### src/rtl/sysa_operand_feeder.sv
// Operand feeder for the systolic matrix-multiply array.
// Captures an N-lane x K-element block of A and B operands on start, then
// streams them into the array edge with a diagonal skew: lane i lags lane 0
// by i cycles, one element per lane per cycle. stall freezes the stream.
module sysa_operand_feeder #(
   parameter int DW = 8,
   parameter int N  = 4,
   parameter int K  = 4
) (
   input  logic              clk,
   input  logic              reset_n,
   input  logic              start,
   input  logic              stall,
   input  logic [N*K*DW-1:0] a_in,
   input  logic [N*K*DW-1:0] b_in,
   output logic [N*DW-1:0]   a_out,
   output logic [N*DW-1:0]   b_out,
   output logic [N-1:0]      a_vld,
   output logic [N-1:0]      b_vld,
   output logic              busy,
   output logic              done
);

   // Step counter holds the step currently on the outputs; K+N-2 is the last.
   localparam int CW = $clog2(K + N);
   localparam logic [CW-1:0] LAST = CW'(K + N - 2);

   typedef enum logic [1:0] {IDLE, FEED, DONE} state_t;

   state_t            state;
   logic [CW-1:0]     t;
   logic [N*K*DW-1:0] a_cap;
   logic [N*K*DW-1:0] b_cap;

   // Lane i shows element s-i at step s when that element exists, else zero.
   function automatic logic [N*DW-1:0] skew_data(input logic [N*K*DW-1:0] blk,
                                                  input int s);
      logic [N*DW-1:0] r;
      r = '0;
      for (int i = 0; i < N; i++) begin
         for (int j = 0; j < K; j++) begin
            if (s == i + j) r[i*DW +: DW] = blk[((i*K)+j)*DW +: DW];
         end
      end
      return r;
   endfunction

   // Lane i is valid at step s while 0 <= s-i < K.
   function automatic logic [N-1:0] skew_vld(input int s);
      logic [N-1:0] v;
      v = '0;
      for (int i = 0; i < N; i++) begin
         v[i] = (s >= i) && (s < i + K);
      end
      return v;
   endfunction

   // Feed FSM: capture on start, step the skewed stream, pulse done at the end.
   always_ff @(posedge clk or negedge reset_n) begin
      if (!reset_n) begin
         state <= IDLE;
         t     <= '0;
         a_cap <= '0;
         b_cap <= '0;
         a_out <= '0;
         b_out <= '0;
         a_vld <= '0;
         b_vld <= '0;
         busy  <= 1'b0;
         done  <= 1'b0;
      end else begin
         case (state)
            IDLE: begin
               a_out <= '0;
               b_out <= '0;
               a_vld <= '0;
               b_vld <= '0;
               busy  <= 1'b0;
               done  <= 1'b0;
               if (start) begin
                  // Step 0 is presented straight away from the incoming block.
                  a_cap <= a_in;
                  b_cap <= b_in;
                  t     <= '0;
                  a_out <= skew_data(a_in, 0);
                  b_out <= skew_data(b_in, 0);
                  a_vld <= skew_vld(0);
                  b_vld <= skew_vld(0);
                  busy  <= 1'b1;
                  state <= FEED;
               end
            end
            FEED: begin
               if (!stall) begin
                  if (t == LAST) begin
                     t     <= '0;
                     a_out <= '0;
                     b_out <= '0;
                     a_vld <= '0;
                     b_vld <= '0;
                     busy  <= 1'b0;
                     done  <= 1'b1;
                     state <= DONE;
                  end else begin
                     t     <= t + CW'(1);
                     a_out <= skew_data(a_cap, int'(t) + 1);
                     b_out <= skew_data(b_cap, int'(t) + 1);
                     a_vld <= skew_vld(int'(t) + 1);
                     b_vld <= skew_vld(int'(t) + 1);
                  end
               end
            end
            DONE: begin
               done  <= 1'b0;
               state <= IDLE;
            end
            default: begin
               state <= IDLE;
            end
         endcase
      end
   end

endmodule

### config.mk
export PLATFORM = sky130hd
export DESIGN_NAME = sysa_operand_feeder
export DESIGN_NICKNAME = d
export VERILOG_FILES = /design/src/rtl/sysa_operand_feeder.sv
export SDC_FILE = /design/constraint.sdc
export NUM_CORES = 1
export LEC_CHECK = 0
export ABC_AREA = 1
export CORE_MARGIN = 4
export CORE_UTILIZATION = 46
export CTS_CLUSTER_SIZE = 14
export DETAILED_ROUTE_END_ITERATION = 10
export HOLD_SLACK_MARGIN = 0.08
export PLACE_DENSITY = 0.76
export SYNTH_ARGS = -nofsm -noshare
export SYNTH_HDL_FRONTEND = slang
export SYNTH_SLANG_ARGS = --single-unit
### constraint.sdc
create_clock -name clk -period 1.8 [get_ports clk]
set_input_delay 0.27 -clock clk [delete_from_list [all_inputs] [get_ports clk]]
set_output_delay 0.27 -clock clk [all_outputs]
set_load 0.02 [all_outputs]
==> results of run 1 <==
[cells in the final DEF, fill, tap and decap left out, types with 10 or more instances in the layout]
master	n
mux2_2	102
inv_1	192
dfrtp_1	330
buf_12	40
clkbuf_16	42
nand3_2	10
nand2_1	315
dlymetal6s2s_1	18
a21oi_1	119
nand2_2	11
a21oi_2	19
nor2_2	12
nor2_1	158
nand3_1	54
mux2_1	48
clkdlybuf4s50_1	286
dlygate4sd2_1	28
o21ai_1	52
o21ai_0	99
buf_4	62
[stage by stage]
step | setup TNS (ns) | worst slack, ns | util, % | power [mW]
5_1_grt | -10.57 | -0.267 | 67.3 | 41.3
3_3_place_gp | -14.72 | -0.164 | 60.4 | 27.6
3_5_place_dp | -21.19 | -0.179 | 60.4 | 28.2
4_1_cts | -0.248 | -0.0395 | 65.5 | 37.1
6_report | -2.63 | -0.133 | 67.3 | 38.7
2_1_floorplan | -0.338 | -0.0252 | - | 22.1
[flip-flops by register name, summed over array words and instances, names as in the netlist]
name	count
busy	1
b_vld	4
b_out	32
t	3
state	2
a_cap	128
a_out	32
done	1
b_cap	128
[area by class of cell]
class                   count  area share [%]
flip-flops and latches    331            37.6
well taps                 442            2.51
clock inverters            18            1.18
multi-input cells        1050            27.5
clock buffers              48            4.57
diodes                      3          0.0341
repair buffers            459            23.0
inverters                 203            3.60
[metal layers]
metal / part of all wire (%) / up-vias / track usage [%]
li1: - / 6203 / -
met1: 40 / 6406 / 33.3
met2: 48 / 563 / 39.8
met3: 7.9 / 114 / 5.25
met4: 3.8 / 8 / 9.56
met5: 0.11 / - / 0
[what timing repair did]
action                                  4_1_cts  5_1_grt
setup buffers                                10       17
resized for setup                            81      108
endpoints found under the hold margin        45        0
hold buffers                                  1        0
cloned                                        6        5
pin swaps                                    13       21
endpoints found under the setup margin       94       89
[final timing paths]
check | slack, ns | to | startpoint | cells past startpoint
worst min-delay path | 0.29 | b_cap[66] | reset_n | 2
min in group clk | 0.33 | b_cap[82] | b_in[82] | 3
worst min register to register | 0.48 | b_out[30] | b_out[30] | 2
worst max-delay path | -0.13 | a_out[9] | t[1] | 11
worst max register to register | -0.13 | a_out[9] | t[1] | 11
max in group asynchronous | 0.80 | a_cap[42] | reset_n | 3
[Yosys cell counts]
cell	count
buf_2	49
inv_2	5
nand3_2	1
o21bai_1	1
dfrtp_1	331
o21ai_2	1
inv_1	196
nor2_8	1
ha_1	5
buf_1	2
nand3_1	64
a21oi_1	138
clkbuf_1	34
nor2_1	172
nand2_1	326
clkbuf_2	1
o21ai_1	37
a22o_1	1
nand4_1	8
o211ai_1	9
nor2_4	1
mux2_1	48
buf_6	5
nand2_4	3
buf_4	16
clkinv_2	1
nand2_2	6
o21ai_0	121
o22ai_1	3
a21oi_4	1
or2_4	1
clkinv_1	1
mux2_2	102
[power by group through the flow]
| stage | Sequential, mW | Combinational (mW) | Clock (mW) |
|---|---|---|---|
| after detailed placement | 12.6 | 15.6 | 0 |
| final | 12.6 | 18.3 | 7.86 |
| after floorplan | 12.7 | 9.33 | 0 |
| after CTS | 12.5 | 16.6 | 7.98 |
| after global placement | 12.5 | 15.1 | 0 |
| after global routing | 12.9 | 20.0 | 8.30 |
[logic make-up after synthesis]
family                     count (synthesis)  share of synthesized area, %
AOI/OAI and AO/OA                        312                          10.5
adders and majority gates                  5                         0.408
buffers and inverters                    310                          8.64
DFF                                      331                          54.0
muxes                                    150                          11.0
and+or+nand+nor                          583                          15.4
[worst reg2reg max path: stages (launching register included)]
cell      delay [ns]
dfrtp_1         0.40
ha_2            0.21
nand2_2         0.12
nand2_8         0.08
nor2_8          0.14
buf_6           0.14
nand2_8         0.10
buf_12          0.16
o211ai_1        0.22
nand2_1         0.13
nand2_1         0.08
nand2_1         0.05
==> metrics.csv, run 1 <==
stage;metric;value;unit
critical_path;endpoint_kind;flop;
power;pwr-share-seq;32.5;%
sta;report.final.hold_viol_count;0;
yosys;synth_area_leaders;dfrtp_1 54%, nand2_1 8.0%, mux2_2 7.5%;
critical_path;max_stage_delay;0.40;ns
sta;layout_setup_ws;-0.133;ns
finish;instances_no_fill;2554;
placement;dp_hpwl;32500;um
detailed_routing;routed-via-count;13300;
die;rows;66;
power;p_sw_share;37.7;%
yosys;synth_top_cell_area_share;54.0;%
sta;whs;0.294;ns
detailed_routing;drtPass1Iterations;5;
critical_path;cp.required;2.20;ns
power;p_per_area;1760;nW/um^2
finish;area_delta_synth_final;43.7;%
power;p_leak;10.9;nW
die;die_area;36300;um^2
critical_path;critical_path.top_delay_family;simple AND/OR/NAND/NOR gates;
finish;design_area;22000;um^2
run_status;status;finished, violations left;
placement;dp.cells;2447;
yosys;yosysSeqAreaShare;54.0;%
sta;slew_headroom;66.5;%
sta;worst_pin_slew;0.503;ns
clock_network;clkSinkCount;331;
global_route;grt.total_usage;24.8;%
detailed_routing;wire_per_inst;18.4;um
sta;rsz0062_at_grt;true;
detailed_routing;via_per_inst;5.21;
global_route;grt_pass1_wl;72200;um
global_route;grt_pass1_vias;13700;
flow_run;cap_violations;0;
sta;min_period_over_period;107;%
global_route;antenna_found_initial;7;
die;ios;334;
finish;nFillCells;2522;
power;ir_drop;0.788;mV
yosys;synth_nets;1956;
run_status;violations;setup timing;
power;p_clk_share;20.3;%
finish;multi_input_comb_area;6050;um^2
critical_path;cp-start-kind;flop;
critical_path;worstPathCellList;ha_2 > nand2_2 > nand2_8 > nor2_8 > buf_6 > nand2_8 > buf_12 > o211ai_1 > nand2_1 > nand2_1 > nand2_1;
detailed_routing;antenna_left;0;
critical_path;critPathMostFrequentCell;nand2_1;
power;p_int;24.1;mW
detailed_routing;drt-initial-drc-count;886;
sta;setup_violations;53;
global_route;overflow;0;
critical_path;crit_slowest_cell;dfrtp_1;
yosys;synth_area;15300;um^2
sta;fmax;517;MHz
yosys;syn_inst;1691;
sta;fin_crit;1.93;ns
min_path;hold_class;input pin to async pin;
critical_path;worstPathBufferInverterCount;2;
yosys;synth_cell_types;33;
yosys;syn_avg_cell_area;9.07;um^2
placement;placedInstanceArea;19700;um^2
clock_network;clock_latency;0.52;ns
critical_path;path_max_fanout;9;
die;die_h;191;um
power;power_switching;14.6;mW
die;fp.dieW;191;um
yosys;netlist.top_cell.by_area;dfrtp_1;
placement;portBuffers;333;
detailed_routing;route.detailed.drc;0;
sta;finalMaxSlewViolations;0;
power;pwr-share-comb;47.2;%
finish;nNetsFinal;2346;
die;fp.coreArea;32700;um^2
clock_network;cts_buffer_depth;3;
finish;drive_gt1_share;18.0;%
yosys;synth.ff_latch_count;331;
critical_path;critPathKind;flop to flop;
clock_network;cts_root_buf;clkbuf_16;
clock_network;clk_pin_slew;0.06;ns
finish;ff_latch_area;8280;um^2
placement;globalplace.congestion;0.864;
clock_network;htree_levels;2;
detailed_routing;drt_wl_total;47000;um
yosys;yosys_warnings;0;
die;start_util;46.9;%
global_route;grt_start_max_net_pins;58;
sta;clock_skew;0.0174;ns
clock_network;cts_inserted_buffers;36;
clock_network;cts_tree;built;
critical_path;crit_arrival;2.34;ns
(Power assumes the default switching activity.)
==> inputs of run 2 (changes only) <==
Settings changed: PLACE_DENSITY 0.76 to 0.85.
==> run 2 against run 1 <==
Net effect: the run still ends with setup timing left; via count is 3.2% higher; critical path depth is 1 higher; cell area about the same; cell count up 0.20%; die area unchanged; clock power down 12%; count of clock-buffer cells in the layout up 7; non-clock buffer count up 12; sequential cell count is the same.
==> metrics.csv, run 2 (synthesized netlist as in run 1, its figures left out) <==
stage;metric;value;unit;change
run_status;status;finished, violations left;;
run_status;violations;setup timing;;
sta;whs;0.259;ns;-0.0350 ns
finish;instances_no_fill;2559;;+0.20%
clock_network;cts_tree;built;;
finish;ff_latch_area;8280;um^2;unchanged
critical_path;path_max_fanout;5;;-4
sta;finalMaxSlewViolations;0;;unchanged
clock_network;clkSinkCount;331;;unchanged
critical_path;crit_arrival;2.42;ns;+0.08 ns
finish;multi_input_comb_area;6030;um^2;-0.33%
global_route;grt_start_max_net_pins;75;;+29%
finish;area_delta_synth_final;43.7;%;about the same
sta;report.final.hold_viol_count;0;;unchanged
die;die_h;191;um;unchanged
sta;min_period_over_period;111;%;+3.2 points
placement;placedInstanceArea;19800;um^2;+0.47%
finish;largestRegisters;a_cap (128), b_cap (128);;
finish;design_area;22000;um^2;about the same
critical_path;critPathKind;flop to flop;;
placement;portBuffers;333;;unchanged
critical_path;cp-start-kind;flop;;
critical_path;critical_path.top_delay_family;simple AND/OR/NAND/NOR gates;;
power;ir_drop;0.894;mV;+14%
critical_path;cp.required;2.23;ns;+0.03 ns
clock_network;cts_inserted_buffers;37;;+2.8%
power;p_leak;10.9;nW;about the same
finish;utilization;67.4;%;about the same
clock_network;cts_buffer_depth;3;;unchanged
global_route;antenna_found_initial;4;;-3
clock_network;clock_latency;0.51;ns;about the same
die;ios;334;;unchanged
detailed_routing;via_per_inst;5.36;;+3.0%
global_route;overflow;0;;unchanged
sta;clock_skew;0.00687;ns;-0.0105 ns
detailed_routing;drt_wl_total;49900;um;+6.3%
detailed_routing;drtPass1Iterations;5;;unchanged
detailed_routing;wire_per_inst;19.5;um;+6.1%
placement;dp.cells;2456;;+0.37%
power;power.total;38.2;mW;-1.2%
sta;fmax;502;MHz;-2.9%
sta;setup_violations;64;;+21%
placement;dp_hpwl;33200;um;+2.1%
sta;fin_crit;1.99;ns;+0.0580 ns
power;p_per_area;1740;nW/um^2;-1.2%
finish;final_cell_mix;330 x dfrtp_1, 319 x nand2_1, 297 x clkdlybuf4s50_1, 192 x inv_1, 159 x nor2_1;;
sta;worst_pin_slew;0.418;ns;-0.0847 ns
flow_run;cap_violations;0;;unchanged
sta;layout_setup_ws;-0.191;ns;-0.0580 ns
die;fp.dieW;191;um;unchanged
sta;rsz0062_at_grt;true;;
detailed_routing;drt-initial-drc-count;972;;+9.7%
detailed_routing;antenna_left;0;;unchanged
die;die_area;36300;um^2;unchanged
critical_path;endpoint_kind;flop;;
clock_network;clk_pin_slew;0.06;ns;about the same
detailed_routing;route.detailed.drc;0;;unchanged
global_route;grt.total_usage;26.2;%;+1.3 points
min_path;hold_class;input pin to async pin;;
finish;final_common_cell;dfrtp_1;;
finish;nFillCells;2348;;-6.9%
die;fp.coreArea;32700;um^2;unchanged
placement;pre_cts_ws;-0.294;ns;-0.115 ns
critical_path;worstPathCellList;ha_2 > nand2_2 > nand2_8 > nor2_8 > nand2_8 > buf_12 > buf_4 > nor2_2 > nor2_1 > nand2_1 > nand2_1 > a21oi_2;;
global_route;grt_pass1_vias;14400;;+5.0%
placement;globalplace.congestion;0.920;;+6.5%
sta;tns;-6.27;ns;-3.64 ns
finish;nNetsFinal;2359;;+0.55%
finish;drive_gt1_share;17.4;%;-0.61 points
clock_network;htree_levels;2;;unchanged
critical_path;worstPathBufferInverterCount;2;;unchanged
global_route;grt_pass1_wl;75500;um;+4.6%
die;start_util;46.9;%;unchanged
clock_network;cts_root_buf;clkbuf_16;;
sta;slew_headroom;72.1;%;+5.6 points
die;rows;66;;unchanged
critical_path;crit_slowest_cell;dfrtp_1;;
detailed_routing;routed-via-count;13700;;+3.2%
critical_path;max_stage_delay;0.41;ns;about the same
run 2: layer usage:
layer  vias to the layer above  wire, um  GRT usage (%)  part of all wire [%]
met5                         -        13              0                 0.026
met4                         2      2320           11.6                   4.6
met3                       167      4600           6.30                   9.2
met2                       738     23800           43.6                    48
met1                      6597     19100           32.5                    38
li1                       6219         -              -                     -
run 2: cell type report:
class	instances	share of cell area (%)
antenna	3	0.0341
sequential	331	37.6
clock inverter	4	0.0909
clock buffer	55	4.83
multi-input combinational	1050	27.4
timing repair buffer	471	24.0
tap	442	2.51
inverter	203	3.61
run 2: path summary, 6_finish.rpt:
| check | cells after the start | from | slack (ns) | endpoint |
|---|---|---|---|---|
| max | 12 | t[1] | -0.19 | b_out[6] |
| min | 2 | reset_n | 0.26 | b_vld[0] |
| max reg2reg | 12 | t[1] | -0.19 | b_out[6] |
| min reg2reg | 2 | a_out[12] | 0.48 | a_out[12] |
| max in group asynchronous | 4 | reset_n | 0.80 | b_out[1] |
| min in group clk | 3 | a_in[108] | 0.35 | a_cap[108] |
run 2: power breakdown:
part,leakage [nW],internal (mW),switching [mW],total (mW)
sequential,3.92,10.9,1.77,12.7
clock,0.535,4.04,2.89,6.94
combinational,6.45,8.45,10.2,18.7
run 2: what timing repair did:
action                     CTS  global route
setup endpoints to repair   85            87
pin swaps                   11            12
gates cloned                 7             8
gates resized for setup    117            79
buffers inserted            18             8
hold endpoints to repair   221             0
hold buffers                 1             0
